$ cat config.mk
export PLATFORM = sky130hd
export DESIGN_NAME = hero_run_sprite_fetch
export DESIGN_NICKNAME = d
export VERILOG_FILES = /design/src/rtl/hero_run_sprite_fetch.sv
export SDC_FILE = /design/constraint.sdc
export NUM_CORES = 1
export LEC_CHECK = 0
export CAP_MARGIN = 10
export CORE_MARGIN = 1
export CORE_UTILIZATION = 46
export CTS_BUF_LIST = sky130_fd_sc_hd__clkbuf_4
export CTS_CLUSTER_SIZE = 40
export DETAILED_ROUTE_END_ITERATION = 10
export PLACE_DENSITY_LB_ADDON = 0.12
export SYNTH_ARGS = -nofsm -noshare
export SYNTH_HDL_FRONTEND = slang
export SYNTH_SLANG_ARGS = --single-unit
export TNS_END_PERCENT = 1
$ cat constraint.sdc
create_clock -name Clk -period 3.7 [get_ports Clk]
set_clock_uncertainty 0.1 [all_clocks]
set_input_delay 0.74 -clock Clk [delete_from_list [all_inputs] [get_ports Clk]]
set_output_delay 0.74 -clock Clk [all_outputs]
set_load 0.005 [all_outputs]
$ cat src/rtl/hero_run_sprite_fetch.sv
// Sprite ROM address generator and colour-index stage for the running hero.
// Latches hero position per video frame and sequences the run animation.
module hero_run_sprite_fetch #(
    parameter int SPR_W       = 32,
    parameter int SPR_H       = 32,
    parameter int N_FRAMES    = 5,
    parameter int HOLD_FRAMES = 4,
    parameter int ROM_AW      = 13
) (
    input  logic              Clk,
    input  logic              Reset_n,
    input  logic              frame_start,
    input  logic              running,
    input  logic              facing_left,
    input  logic [9:0]        HeroX,
    input  logic [9:0]        HeroY,
    input  logic [9:0]        DrawX,
    input  logic [9:0]        DrawY,
    output logic [ROM_AW-1:0] rom_addr,
    input  logic [2:0]        rom_q,
    output logic [2:0]        pal_index,
    output logic              hero_on,
    output logic [2:0]        frame_idx
);

    localparam int HW = (HOLD_FRAMES > 1) ? $clog2(HOLD_FRAMES) : 1;
    localparam logic [31:0] SW  = SPR_W;
    localparam logic [31:0] SH  = SPR_H;
    localparam logic [31:0] FSZ = SPR_W * SPR_H;

    typedef enum logic {STAND, RUN} state_t;

    state_t            state;
    logic [HW-1:0]     hold_cnt;
    logic [9:0]        herox_q;
    logic [9:0]        heroy_q;
    logic              facing_q;
    logic signed [10:0] dx;
    logic signed [10:0] dy;
    logic              in_box;
    logic              in_box_d1;
    logic              in_box_d2;
    logic [31:0]       col;
    logic [ROM_AW-1:0] addr;

    always_ff @(posedge Clk or negedge Reset_n) begin
        if (!Reset_n) begin
            state     <= STAND;
            hold_cnt  <= '0;
            frame_idx <= '0;
            herox_q   <= '0;
            heroy_q   <= '0;
            facing_q  <= 1'b0;
        end else if (frame_start) begin
            herox_q  <= HeroX;
            heroy_q  <= HeroY;
            facing_q <= facing_left;
            unique case (state)
                STAND: begin
                    if (running) begin
                        state     <= RUN;
                        hold_cnt  <= (HOLD_FRAMES > 1) ? HW'(1) : '0;
                        frame_idx <= '0;
                    end
                end
                RUN: begin
                    if (!running) begin
                        state     <= STAND;
                        hold_cnt  <= '0;
                        frame_idx <= '0;
                    end else if (hold_cnt == HW'(HOLD_FRAMES - 1)) begin
                        hold_cnt  <= '0;
                        frame_idx <= (frame_idx == 3'(N_FRAMES - 1)) ?
                                     3'd0 : frame_idx + 3'd1;
                    end else begin
                        hold_cnt <= hold_cnt + HW'(1);
                    end
                end
            endcase
        end
    end

    // Zero-extended 11-bit subtraction: negative offsets never alias into the box.
    always_comb begin
        dx     = $signed({1'b0, DrawX}) - $signed({1'b0, herox_q});
        dy     = $signed({1'b0, DrawY}) - $signed({1'b0, heroy_q});
        in_box = !dx[10] && (32'(dx[9:0]) < SW) &&
                 !dy[10] && (32'(dy[9:0]) < SH);
        col    = facing_q ? (SW - 32'd1 - 32'(dx[9:0])) : 32'(dx[9:0]);
        addr   = ROM_AW'(32'(frame_idx) * FSZ + 32'(dy[9:0]) * SW + col);
    end

    always_ff @(posedge Clk or negedge Reset_n) begin
        if (!Reset_n) begin
            rom_addr  <= '0;
            in_box_d1 <= 1'b0;
            in_box_d2 <= 1'b0;
            pal_index <= '0;
            hero_on   <= 1'b0;
        end else begin
            rom_addr  <= in_box ? addr : '0;
            in_box_d1 <= in_box;
            in_box_d2 <= in_box_d1;
            pal_index <= in_box_d2 ? rom_q : 3'd0;
            hero_on   <= in_box_d2 && (rom_q != 3'd0);
        end
    end

endmodule

; Yosys cells after proc, flatten, opt, wreduce, memory -nomap -nowiden
; Index checks and enable logic that the tools add are counted.
[word_totals]
ff_bits = 46
in_bits = 48
output_inout_bits = 20
elab_cells = 47
[op_classes]
addsub = 7
magnitude_cmp = 2
n_eq_ne = 4
muxes = 13
bitwise = 1
n_reduce_logical = 9
[ops]
columns = cell, n
row1 = $add 13x13->13, 2
row2 = $mux 13, 2
row3 = $sub 10x10->11, 2
row4 = $lt 10x6->1 const B, 2
row5 = $mux 3, 5
row6 = $sub 5x10->11 const A, 1
row7 = $mux 2, 3
row8 = $pmux 3 s2, 1
row9 = $logic_and 1x1->1, 4
row10 = $pmux 2 s2, 1
row11 = $add 3x1->3 const B, 1
row12 = $eq 3x3->1 const B, 1
row13 = $ne 3x2->1 const B, 1
row14 = $reduce_and 3->1, 1
row15 = $reduce_bool 3->1, 1
row16 = $add 2x1->2 const B, 1
row17 = $eq 2x2->1 const B, 1
row18 = $logic_not 1->1, 2
row19 = $ne 2x2->1 const B, 1
row20 = $reduce_and 2->1, 1
row21 = $mux 1, 1
row22 = $not 1->1, 1

; Depth between registers and ports, before layout
; Gate-level depths: netlist of the first run.
[depth]
ltp_word = 6
depth_mapped = 19

; Worst setup path after synthesis of the first run
; Ideal clock, no wire load.
[synth_path]
path_type = input to register
start = input port DrawX[0]
end = register rom_addr[12]
arrival_ps = 3960
setup_slack_ps = -461
path_stages = 19
path_buffers = 0
path_cell_list = inv_1 -> ha_1 -> inv_1 -> fa_1 -> a21oi_1 -> o211ai_2 -> xnor2_1 -> ha_1 -> nand2_1 -> o21ai_0 -> ha_1 -> ha_1 -> fa_1 -> a21o_1 -> a21oi_1 -> o21bai_1 -> a21oi_1 -> xnor2_1 -> nor4_1
[synth_via]
elab_chain_len = 6
word_cells_on_any_way = 10
classes_between = 3 x add/sub / 1 x order compare / 2 x mux / 4 x reduce/logical
[synth_rtl]
columns = item, line_no
row1 = from (decl), 17  ; input logic [9:0] DrawX,
row2 = $sub 10x10->11 (*), 85  ; dx = $signed({1'b0, DrawX}) - $signed({1'b0, herox_q});
row3 = "parallel branches: the longest is 4 deep, another holds $add 13x13->13", n/a
row4 = $mux 13 (*), 101  ; rom_addr <= in_box ? addr : '0;
row5 = to (signal assigned), 101
row6 = to (decl), 19  ; output logic [ROM_AW-1:0] rom_addr,
; Mark *: on every way between the ends.
; A chain may end at the register's enable or synchronous reset.

; Worst setup path after layout of the first run
[layout_path]
start = input port DrawX[1]
end = register rom_addr[10]
; Same word-level chain as after synthesis.

==> results of run 1 <==
## logic make-up (layout without fill, tap and decap cells)
| group | count (synthesis) | count (layout) | share of synthesized area, % |
|---|---|---|---|
| muxes | 5 | 5 | 1.78 |
| buffers and inverters | 50 | 171 | 6.37 |
| AOI/OAI and AO/OA | 77 | 77 | 15.4 |
| adders and majority gates | 40 | 40 | 17.0 |
| xor gates and xnor gates | 29 | 29 | 8.03 |
| and+or+nand+nor | 85 | 85 | 15.0 |
| DFF | 46 | 46 | 36.4 |
## cell usage after synthesis, types with 2 or more instances
library cell	instances	area, um2
a21o_1	6	45.0
a21oi_1	15	75.1
a22oi_1	2	15.0
a31oi_1	2	12.5
and2_1	3	18.8
buf_2	5	25.0
clkbuf_1	7	26.3
dfrtp_1	46	1150
fa_1	5	100
ha_1	35	438
inv_1	36	135
mux2_2	5	56.3
nand2_1	35	131
nand3_1	8	40.0
nand3b_1	2	15.0
nand4_1	2	12.5
nor2_1	9	33.8
nor2b_1	2	12.5
nor3_1	2	10.0
nor4_1	6	37.5
nor4_2	9	113
o2111ai_1	3	26.3
o21a_1	4	30.0
o21ai_0	28	140
o21bai_1	3	22.5
o31ai_1	3	22.5
or3_1	3	18.8
xnor2_1	18	158
xor2_1	11	96.3
## registers in the layout, indices dropped and copies added (netlist names)
| signal | flops |
|---|---|
| state | 1 |
| herox_q | 10 |
| in_box_d2 | 1 |
| heroy_q | 10 |
| in_box_d1 | 1 |
| pal_index | 3 |
| frame_idx | 3 |
| facing_q | 1 |
| hero_on | 1 |
| hold_cnt | 2 |
| rom_addr | 13 |
## final cells by class
class | instances | area, um2 | share of cell area (%)
repair buffers | 127 | 1120 | 24.4
multi-input cells | 236 | 2030 | 44.1
flip-flops and latches | 46 | 1150 | 25.0
clock inverters | 3 | 25.0 | 0.543
inverters | 36 | 138 | 2.99
clock buffers | 5 | 37.5 | 0.815
well taps | 77 | 96.3 | 2.09
## final timing paths
check	slack (ns)	end	from
min in group asynchronous	0.41	frame_idx[0]$_DFFE_PN0P_	Reset_n
max in group asynchronous	2.37	herox_q[0]$_DFFE_PN0P_	Reset_n
hold reg to reg	0.27	in_box_d2$_DFF_PN0_	in_box_d1$_DFF_PN0_
setup / recovery	-0.10	rom_addr[10]$_DFF_PN0_	DrawX[1]
hold / removal	0.27	in_box_d2$_DFF_PN0_	in_box_d1$_DFF_PN0_
setup reg to reg	-0.06	rom_addr[10]$_DFF_PN0_	herox_q[0]$_DFFE_PN0P_
## repair_timing
item / in CTS / in global routing
buffers inserted: 13 / 4
gates cloned: 0 / 0
pin swaps: 24 / 29
setup endpoints to repair: 6 / 4
gates resized for setup: 34 / 19
## report_power, final
group	total, uW	internal [uW]	switching (uW)
logic	1200	639	559
clock network	263	77.9	185
registers	559	534	24.2
total	2020	1250	769
## through the flow
step | total power, uW | TNS [ns] | std cells
after global placement | 1530 | -3.44 | 506
after detailed placement | 1550 | -3.92 | 506
after CTS | 1900 | -0.166 | 527
final | 2020 | -0.167 | 530
after floorplan | 1200 | -0.503 | 332
after global routing | 2180 | -0.642 | 530
## routing by layer
layer	GRT usage, %	up-vias
met5	0	-
met3	3.31	13
met1	25.6	1272
met2	38.8	60
li1	-	1386
met4	5.08	0
==> impl_metrics.env, run 1 <==
export IMPL_fmax_mhz=263
export IMPL_final_min_clock_period_ns=3.80
export IMPL_slowest_stage="fa_2"
export IMPL_timing_slew_headroom_pct=32.8
export IMPL_overflow=0
export IMPL_htreeDepth=2
export IMPL_portBuffers=67
export IMPL_synthFlopType="dfrtp_1"
export IMPL_vdd_drop_max_v=0.000245
export IMPL_cts_sinks=46
export IMPL_power_density_nw_per_um2=439
export IMPL_wl_per_cell_um=13.8
export IMPL_syn_nets=420
export IMPL_yosysSeqAreaShare_pct=36.4
export IMPL_wirelength_um=7340
export IMPL_start_kind="primary input"
export IMPL_yosysWarnings=0
export IMPL_crit_arrival_ns=3.97
export IMPL_synthToLayoutAreaGrowth_pct=45.6
export IMPL_syn_instance_count=332
export IMPL_violations="DRC, setup timing"
export IMPL_drive_gt1_share_pct=27.6
export IMPL_clk_latency_ns=0.37
export IMPL_die_x_um=84.9
export IMPL_tightestPinTransition_ns=1.01
export IMPL_row_count=29
export IMPL_synth_async_reset_ratio_pct=100
export IMPL_holdWs_ns=0.273
export IMPL_finalCoreUtilization_pct=70.9
export IMPL_maxCapViolations=0
export IMPL_cts_tree="done"
export IMPL_critPathBufInv=5
export IMPL_hold_viol_final=0
export IMPL_path_clk_slew_ns=0.15
export IMPL_grtUsageTotal_pct=21.0
export IMPL_fin_crit_sh_pct=103
export IMPL_cp_data_required_time_ns=3.87
export IMPL_rr_worst_depth=20
export IMPL_drv_slew=0
export IMPL_setup_viol=2
export IMPL_clock_root_buffer="clkbuf_4"
export IMPL_n_fill_cell=502
export IMPL_cp_top_family="adder cells"
export IMPL_die_h_um=84.9
export IMPL_place_congestion=0.815
export IMPL_rsz0062_at_grt="yes"
export IMPL_synth_area_um2=3160
export IMPL_final_cell_mix="59 x clkdlybuf4s50_1, 59 x buf_4, 45 x dfrtp_1, 33 x nand2_1, 30 x inv_1"
export IMPL_synth_edf_count=0
export IMPL_dp_slack_ns=-0.873
export IMPL_start_util_pct=48.7
export IMPL_dieArea_um2=7210
export IMPL_top_layer="met4"
export IMPL_slowest_delay_ns=0.33
export IMPL_p_leak_uw=0.00209
export IMPL_layout_nets=540
export IMPL_path_max_fanout=2
export IMPL_n_antenna_cell=0
export IMPL_fin_area_um2=4600
export IMPL_via_per_inst=5.15
export IMPL_hold_path_cell_count=0
export IMPL_num_vias=2731
export IMPL_setup_ws_ns=-0.100
export IMPL_placed_cell_area_um2=4210
export IMPL_hpwlAfterDp_um=4990
export IMPL_syn_avg_cell_area_um2=9.52
export IMPL_antenna_found_initial=0
export IMPL_outcome="finished, violations left"
export IMPL_coreArea_um2=6490
export IMPL_path_class="primary input to flip-flop"
export IMPL_worstPathCellList="buf_2 -> ha_4 -> nor2b_4 -> o2111ai_2 -> nand3b_1 -> xor2_2 -> inv_2 -> ha_4 -> nand2_2 -> o21ai_1 -> ha_1 -> ha_4 -> fa_2 -> a21o_1 -> a21oi_2 -> buf_4 -> buf_4 -> buf_4 -> xnor2_1 -> nor4_2"
export IMPL_grt_pass1_wl_um=11900
export IMPL_drt_iter0_markers=119
export IMPL_synth_seq_cells=46
export IMPL_end_kind="flip-flop"
export IMPL_drtAntennaViolNets=0
export IMPL_dr_pass1_iters=9
export IMPL_cts_buffers=5
export IMPL_wl_met1_um=3170
export IMPL_drc_errors=4
export IMPL_top_level_ports=68
export IMPL_dr_wl_met2_um=3820
export IMPL_ctsHoldBuffers=0
export IMPL_grt_pass1_vias=2691
export IMPL_dr_wl_met3_um=225
export IMPL_grt_max_degree=47
export IMPL_hold_class="flip-flop to flip-flop"
export IMPL_cp_depth=20
export IMPL_cts_path_max_buffers=2
export IMPL_ys_types=46
Power figures use the tool's default switching activity.
==> run 2, diff against run 1 <==
Settings changed: SLEW_MARGIN set to 10.
==> results of run 2 <==
Same layout as run 1: the final DEF is identical, and so are final timing and power.
